File: config.mk
export PLATFORM = sky130hd
export DESIGN_NAME = tdm_demux_4
export DESIGN_NICKNAME = d
export VERILOG_FILES = /design/src/rtl/tdm_pkg.sv /design/src/rtl/tdm_demux_4.sv
export SDC_FILE = /design/constraint.sdc
export NUM_CORES = 1
export LEC_CHECK = 0
export BUFFER_PORTS_ARGS = -buffer_cell sky130_fd_sc_hd__buf_2
export CAP_MARGIN = 20
export CORE_ASPECT_RATIO = 0.6
export CORE_MARGIN = 1.5
export CORE_UTILIZATION = 35
export CTS_CLUSTER_SIZE = 12
export DETAILED_ROUTE_END_ITERATION = 10
export GPL_ROUTABILITY_DRIVEN = 0
export GPL_TIMING_DRIVEN = 0
export PLACE_DENSITY = 0.58
export SLEW_MARGIN = 20
export SYNTH_ARGS = -nofsm -noshare
export SYNTH_HDL_FRONTEND = slang
export SYNTH_SLANG_ARGS = --single-unit
File: constraint.sdc
create_clock -name CLOCK_50 -period 2.9 [get_ports CLOCK_50]
set_input_delay 0.29 -clock CLOCK_50 [delete_from_list [all_inputs] [get_ports CLOCK_50]]
set_output_delay 0.29 -clock CLOCK_50 [all_outputs]
set_load 0.01 [all_outputs]
File: src/rtl/tdm_pkg.sv
// rtl/tdm_pkg.sv - shared types and lane encodings for the 4-lane TDM receive path
package tdm_pkg;

    typedef enum logic {
        IDLE = 1'b0,
        RECV = 1'b1
    } tdm_state_t;

    localparam int LANES = 4;

    typedef logic [1:0] lane_idx_t;

    localparam lane_idx_t LANE_U = 2'd0;
    localparam lane_idx_t LANE_V = 2'd1;
    localparam lane_idx_t LANE_W = 2'd2;
    localparam lane_idx_t LANE_X = 2'd3;

endpackage

File: src/rtl/tdm_demux_4.sv
// rtl/tdm_demux_4.sv - 4-lane TDM frame demultiplexer with atomic commit and readback
module tdm_demux_4
    import tdm_pkg::*;
#(
    parameter int WIDTH = 2,
    parameter int CNT_W = 8
) (
    input  logic             CLOCK_50,
    input  logic             reset,
    input  logic [WIDTH-1:0] din,
    input  logic             din_valid,
    input  logic             frame_start,
    output logic [WIDTH-1:0] lane_u,
    output logic [WIDTH-1:0] lane_v,
    output logic [WIDTH-1:0] lane_w,
    output logic [WIDTH-1:0] lane_x,
    output logic             frame_done,
    output logic             frame_err,
    input  logic [1:0]       rd_sel,
    output logic [WIDTH-1:0] rd_data,
    output logic [CNT_W-1:0] dropped
);

    tdm_state_t       state;
    tdm_state_t       state_nxt;
    lane_idx_t        idx;
    logic [WIDTH-1:0] stage [LANES];

    logic load_start;
    logic load_word;
    logic commit;
    logic abort;
    logic drop;

    always_ff @(posedge CLOCK_50 or posedge reset) begin
        if (reset) begin
            state <= IDLE;
        end else begin
            state <= state_nxt;
        end
    end

    always_comb begin
        state_nxt = state;
        case (state)
            IDLE: if (din_valid && frame_start) state_nxt = RECV;
            RECV: if (din_valid && !frame_start && idx == LANE_X) state_nxt = IDLE;
            default: state_nxt = IDLE;
        endcase
    end

    // A frame_start word always (re)opens a frame, whatever the state.
    always_comb begin
        load_start = din_valid && frame_start;
        load_word  = (state == RECV) && din_valid && !frame_start;
        commit     = load_word && (idx == LANE_X);
        abort      = (state == RECV) && din_valid && frame_start;
        drop       = (state == IDLE) && din_valid && !frame_start;
    end

    always_ff @(posedge CLOCK_50 or posedge reset) begin
        if (reset) begin
            idx        <= LANE_U;
            for (int i = 0; i < LANES; i++) stage[i] <= '0;
            lane_u     <= '0;
            lane_v     <= '0;
            lane_w     <= '0;
            lane_x     <= '0;
            frame_done <= 1'b0;
            frame_err  <= 1'b0;
            rd_data    <= '0;
            dropped    <= '0;
        end else begin
            frame_done <= commit;
            frame_err  <= abort;

            if (load_start) begin
                stage[LANE_U] <= din;
                for (int i = 1; i < LANES; i++) stage[i] <= '0;
                idx <= LANE_V;
            end else if (load_word) begin
                stage[idx] <= din;
                idx        <= idx + 2'd1;
            end

            // Lane x takes din directly so all four lanes move on the same edge.
            if (commit) begin
                lane_u <= stage[LANE_U];
                lane_v <= stage[LANE_V];
                lane_w <= stage[LANE_W];
                lane_x <= din;
            end

            if (drop && dropped != '1) begin
                dropped <= dropped + 1'b1;
            end

            case (rd_sel)
                LANE_U:  rd_data <= lane_u;
                LANE_V:  rd_data <= lane_v;
                LANE_W:  rd_data <= lane_w;
                default: rd_data <= lane_x;
            endcase
        end
    end

endmodule

### Word level (Yosys, flattened, before mapping)

Index checks and enable logic that the tools add are counted.

| storage, ports and cells | value |
|---|---|
| register bits | 31 |
| output and inout bits | 20 |
| word-level logic and storage cells | 49 |
| input bits | 8 |

| operators by class | value |
|---|---|
| bitwise logic cells | 2 |
| $add $sub $neg | 2 |
| equality and inequality tests | 4 |
| $lt $le $gt $ge | 2 |
| multiplexer cells | 11 |
| reductions and logical operators | 14 |

Operators with widths:

| cell | count |
|---|---|
| $mux W8 | 2 |
| $logic_and A1 B1 Y1 | 11 |
| $add A8 B1 Y8 const B | 1 |
| $bwmux W8 | 1 |
| $ne A8 B8 Y1 const B | 1 |
| $mux W2 | 3 |
| $pmux W2 S3 | 1 |
| $demux W2 S2 | 1 |
| $eq A2 B2 Y1 const B | 2 |
| $ge A3 B3 Y1 const B | 1 |
| $lt A3 B1 Y1 const B | 1 |
| $not A2 Y3 | 1 |
| $add A2 B1 Y2 const B | 1 |
| $eq A2 B1 Y1 const B | 1 |
| $logic_not A2 Y1 | 1 |
| $mux W1 | 2 |
| $pmux W1 S2 | 1 |
| $reduce_bool A2 Y1 | 1 |
| $logic_not A1 Y1 | 1 |
| $not A1 Y1 | 1 |

### Depth between registers and ports, before layout

Gate-level depths: netlist of run 1.

| depth | value |
|---|---|
| word-level depth | 8 |
| depth in mapped cells | 5 |
| gate-level depth less buffers | 5 |

### Worst setup path after synthesis of run 1

OpenSTA, ideal clock, no wires.

| timing | value |
|---|---|
| kind | register to register |
| start | register dropped[0] |
| end | register dropped[1] |
| setup slack | 1463 ps |
| data required time | 2775 ps |
| clock period less this slack | 1437 ps |
| stages on the path, launching flop included | 5 |
| data arrival time | 1312 ps |
| setup time | 125 ps |
| path buffers | 0 |
| cell sequence | dfrtp_1 -> ha_1 -> nand3_1 -> o21ai_1 -> mux2_2 |

| between the ends | value |
|---|---|
| cells in the longest elaborated chain, start to end | 2 |
| elaborated cells on any way between the ends | 3 |
| those cells by class | 1 x add/sub; 1 x eq/ne; 1 x reduce/logical |

RTL lines:

| item | RTL line | source |
|---|---|---|
| from (decl) | tdm_demux_4.sv:21 | `output logic [CNT_W-1:0] dropped` |
| from (signal assigned) | tdm_demux_4.sv:95 | `dropped <= dropped + 1'b1;` |
| branches (longest 2 deep; another with $add A8 B1 Y8) | -- |  |

Parallel ways; which one is timed is not known.
A chain may end at the register's enable or synchronous reset.

### Worst setup path in the final report of run 1

Ends and elaborated chain as after synthesis.

==> results.toml, run 1 <==
[final_layout]
area_growth_pct = 19.9
n_fill_cell = 365
finish.utilization_pct = 44.2
fin_area_sq_mm = 0.00164
multi_input_area_sq_um = 586
diodes = 0
layout-drive-gt1-share_pct = 43.3
fin_nets = 146
seqCellArea_sq_um = 726

[timing]
setup_tns_ps = 0
min_period_over_period_pct = 52.8
report.final.slew_viol_count = 0
rsz0062_at_grt = "false"
setup_viol = 0
fin_ws_ps = 1370
finClkSkew_ps = 5.73
post-route-min-period_ps = 1530
hold_viol = 0
relSlewSlack_pct = 59.9
holdWs_ps = 80.0
tightest_slew_ps = 601
fmax_mhz = 653

[run]
maxCapViolCount = 0

[drt]
vias_per_cell = 5.10
wl_per_cell_microns = 14.4
ant_nets = 0
routed_wl_microns = 2600
drtIter0Drc = 20
dr.pass1.iters = 4
num_vias = 923
drc = 0

[worst_setup_path]
worstSetupEndpointType = "flop"
max_stage_delay_ps = 390
crit_required_ps = 3060
criticalPathCategory = "reg -> reg"
cp_max_fo = 6
cp_top_family = "flip-flops"
cp_slowest_cell = "dfrtp_1"
arrival_ps = 1690
path_buf_inv = 0
start_kind = "flop"
cp_cell_sequence = "ha_1, nand3_1, o21ai_1, mux2_2"

[pwr]
power_density_mw_per_mm2 = 859
leakage_nw = 0.817
p_seq_share_pct = 46.4
intPower_uw = 942
clkPwrFrac_pct = 22.2
vdd_drop_max_v = 0.000312
switching_share_pct = 33.0
comb_power_share_pct = 31.4
p_switching_uw = 464

[die]
io_pins = 28
dieWidth_microns = 83.6
die-area_sq_mm = 0.00429
core_area_sq_mm = 0.00370
rows = 17
start_util_pct = 36.8
die_h_microns = 51.4

[global_route]
grt_first_pass_wirelength_microns = 4420
grt_usage_pct = 14.0
grt_max_degree = 30
grt_pass1_vias = 922
globalRouteOverflowTotal = 0
antenna_found_initial = 0

[place]
dp_hpwl_microns = 1960
preCtsSetupSlack_ps = 1370
io_buffer_count = 26
place_area_sq_mm = 0.00155

[clocking]
worstSkewPairLatency_ps = 280
hold_buffers = 0
htreeDepth = 2
cts-resized-gates = 0
cts.sinks = 29
clockRootBuffer = "clkbuf_8"
clk_pin_slew_ps = 60
cts_buffers = 5
clockBufferDepth = 2
cts_tree = "done"
post-cts-setup-buffers = 0

[synth]
syn_area_sq_mm = 0.00136
yosysSeqAreaShare_pct = 53.2
synth.most_common_cell = "dfrtp_1"
synthTopCellsByArea = "dfrtp_1 (53%), mux2_2 (9.1%), ha_1 (4.6%), mux4_2 (3.3%), xnor2_1 (3.2%)"
syn_inst = 100
syn-num-nets = 113
syn_area_per_cell_sq_um = 13.6
synth_edf_count = 0
synthTopCellsByCount = "dfrtp_1 (29), mux2_2 (11), inv_1 (6), ha_1 (5), xnor2_1 (5)"
yosysTopAreaCell = "dfrtp_1"
synthFlopType = "dfrtp_1"
yosysUniqueCellTypes = 32
async_reset_ff_share_pct = 100
ys_ff_latch = 29
ys_warn_count = 0
yosys.area.top_type_share_pct = 53.2

[worst_hold_path]
hold_class = "in -> async"

[outcome]
status = "complete, no violations"
==> metal layers <==
metal  vias to the layer above  routed length [microns]  share of wire (%)  global-route usage (%)
met5                         -                        0                  0                       0
met4                         0                       63                2.4                    9.02
met3                         7                      133                5.1                    4.68
met2                        23                     1110                 43                    20.6
met1                       455                     1290                 50                    17.7
li1                        438                        -                  -                       -
==> sequential cells by signal, indices dropped and copies added (netlist names) <==
| signal | cells |
|---|---|
| lane_u | 2 |
| dropped | 8 |
| frame_err | 1 |
| idx | 2 |
| stage | 6 |
| lane_x | 2 |
| lane_v | 2 |
| state | 1 |
| rd_data | 2 |
| lane_w | 2 |
| frame_done | 1 |
==> cells in the final DEF, fill, tap and decap left out, drive strengths merged, types with 3 or more instances in the layout <==
cell type	netlist	routed
xnor2	5	5
and3	3	3
clkbuf	0	6
mux2	12	12
ha	5	5
a22o	3	3
nand2	4	4
o21ai	3	3
buf	3	29
nand4	4	4
and2	3	3
inv	6	6
dfrtp	29	29
==> path summary, 6_finish.rpt <==
check,end,startpoint,cells after the start,slack (ps)
hold reg to reg,stage[3]$_DFFE_PP0P_,stage[3]$_DFFE_PP0P_,1,500
max in group asynchronous,dropped[7]$_DFFE_PP0P_,reset,2,2420
setup reg to reg,dropped[1]$_DFFE_PP0P_,dropped[0]$_DFFE_PP0P_,4,1370
hold / removal,frame_done$_DFF_PP0_,reset,2,80
min in group CLOCK_50,stage[2]$_DFFE_PP0P_,frame_start,2,250
setup / recovery,dropped[1]$_DFFE_PP0P_,dropped[0]$_DFFE_PP0P_,4,1370
==> cell type report <==
type	count	area share, %
multi-input combinational	62	35.8
timing repair buffer	26	7.96
inverter	6	1.38
sequential	29	44.4
buffer	3	1.84
clock buffer	6	4.44
tap	47	3.60
clock inverter	2	0.612
==> per-stage QoR <==
stage	cells	total power, mW
detailed placement	173	1.11
finish	181	1.41
CTS	181	1.43
floorplan	100	0.934
global placement	173	1.08
global route	181	1.51
==> logic make-up after synthesis <==
group	share of synthesized area, %
DFF	53.2
buffers and inverters	3.85
muxes	13.5
and+or+nand+nor	11.6
AOI/OAI and AO/OA	10.1
adders and majority gates	4.59
xor gates and xnor gates	3.21
==> power groups by stage <==
stage / clock network [mW] / registers [mW] / logic [mW]
2_1_floorplan: 0 / 0.683 / 0.252
3_3_place_gp: 0 / 0.649 / 0.434
3_5_place_dp: 0 / 0.663 / 0.446
4_1_cts: 0.322 / 0.655 / 0.448
5_1_grt: 0.348 / 0.676 / 0.485
6_report: 0.313 / 0.652 / 0.441
No activity file was read; power rests on OpenSTA's default activity.
==> run 2, diff against run 1 <==
- PLACE_DENSITY: 0.58 -> 0.6
- clock period: 2.9 -> 1.4 ns (I/O delays scaled with it)
==> results.toml, run 2 (synthesis gave the netlist of run 1 again) <==
[drt]
vias_per_cell = 5.09
ant_nets = 0
wl_per_cell_microns = 15.2
drc = 0
drtIter0Drc = 39
routed_wl_microns = 2880
dr.pass1.iters = 4
num_vias = 962

[timing]
min_period_over_period_pct = 101
relSlewSlack_pct = 52.2
fin_ws_ps = -14.2
setup_tns_ps = -14.2
post-route-min-period_ps = 1410
rsz0062_at_grt = "true"
setup_viol = 1
holdWs_ps = 110
finClkSkew_ps = 4.41
report.final.slew_viol_count = 0
fmax_mhz = 707
hold_viol = 0
tightest_slew_ps = 717

[worst_setup_path]
start_kind = "flop"
crit_required_ps = 1560
cp_max_fo = 4
worstSetupEndpointType = "flop"
criticalPathCategory = "reg -> reg"
arrival_ps = 1580

[final_layout]
diodes = 0
mostFrequentLayoutCells = "dfrtp_1 (29), buf_2 (26), mux2_2 (11), buf_4 (7)"
fin_area_sq_mm = 0.00180
final_common_cell = "dfrtp_1"
layout-drive-gt1-share_pct = 50.0
largestRegisters = "dropped x8, stage x6"
fin_nets = 154
regMostFlops = "dropped"
area_growth_pct = 32.3
largest_reg_flops = 8

[worst_hold_path]
hold_class = "in -> reg"

[place]
place_area_sq_mm = 0.00158
io_buffer_count = 26
dp_hpwl_microns = 1900

[die]
core_area_sq_mm = 0.00370
die-area_sq_mm = 0.00429
io_pins = 28
start_util_pct = 36.8
die_h_microns = 51.4
dieWidth_microns = 83.6
rows = 17

[global_route]
grt_pass1_vias = 924
antenna_found_initial = 0
grt_usage_pct = 14.7
globalRouteOverflowTotal = 0
grt_max_degree = 19
grt_first_pass_wirelength_microns = 4610

[outcome]
status = "complete, but fails checks"
violations = "negative setup slack"

[clocking]
htreeDepth = 2
clockRootBuffer = "clkbuf_8"
cts_tree = "done"
clk_pin_slew_ps = 60
clockBufferDepth = 2
cts_buffers = 5
cts.sinks = 29
worstSkewPairLatency_ps = 280

[pwr]
leakage_nw = 0.882
vdd_drop_max_v = 0.000675
p_total_mw = 3.50
power_density_mw_per_mm2 = 1940

[run]
maxCapViolCount = 0
[run 2: metrics by stage]
stage	worst slack [ps]	std cells	util, %
finish	-14.2	189	48.7
global route	-34.7	189	48.7
CTS	-24.3	186	47.2
detailed placement	-23.3	174	42.6
global placement	-30.3	173	42.2
floorplan	-5.15	100	-
[run 2: power breakdown]
part	switching (mW)	internal (mW)	total [mW]
Clock	0.314	0.706	1.02
Combinational	0.510	0.596	1.11
Sequential	0.250	1.12	1.37
[run 2: cell type report]
| class | instances | area, sq um |
|---|---|---|
| plain buffers | 3 | 30.0 |
| clock buffers | 5 | 68.8 |
| clock inverters | 3 | 65.1 |
| fillers | 334 | 1900 |
| inverters | 6 | 22.5 |
| multi-input cells | 62 | 633 |
| flip-flops and latches | 29 | 726 |
| well taps | 47 | 58.8 |
| repair buffers | 34 | 200 |
[run 2: worst paths after layout]
check                                       startpoint                     end  slack, ps  cells after the start
worst max-delay path            dropped[0]$_DFFE_PP0P_  dropped[6]$_DFFE_PP0P_        -10                      4
worst min-delay path                       frame_start    stage[2]$_DFFE_PP0P_        110                      2
worst max register to register  dropped[0]$_DFFE_PP0P_  dropped[6]$_DFFE_PP0P_        -10                      4
worst min register to register    stage[7]$_DFFE_PP0P_   lane_u[1]$_DFFE_PP0P_        500                      1
max in group asynchronous                        reset   lane_v[1]$_DFFE_PP0P_        350                      4
min in group asynchronous                        reset  dropped[5]$_DFFE_PP0P_        520                      3
[run 2: routing by layer]
| metal | GRT usage, % | vias to the layer above | wire length, microns |
|---|---|---|---|
| met5 | 0 | - | 0 |
| met2 | 20.8 | 24 | 1260 |
| met3 | 5.33 | 6 | 143 |
| met1 | 19.3 | 480 | 1410 |
| li1 | - | 452 | - |
| met4 | 9.02 | 0 | 63 |
[run 2: critical path, stage by stage, from the launching register on]
cell and delay, ps:
dfrtp_1 420, ha_4 180, and4bb_4 290, nand4_4 110, mux2_4 310
[run 2: repair_timing]
item	CTS	global route
hold buffers	1	0
endpoints found under the setup margin	4	12
buffers inserted	3	3
pin swaps	3	5
resized for setup	1	7
endpoints found under the hold margin	17	0
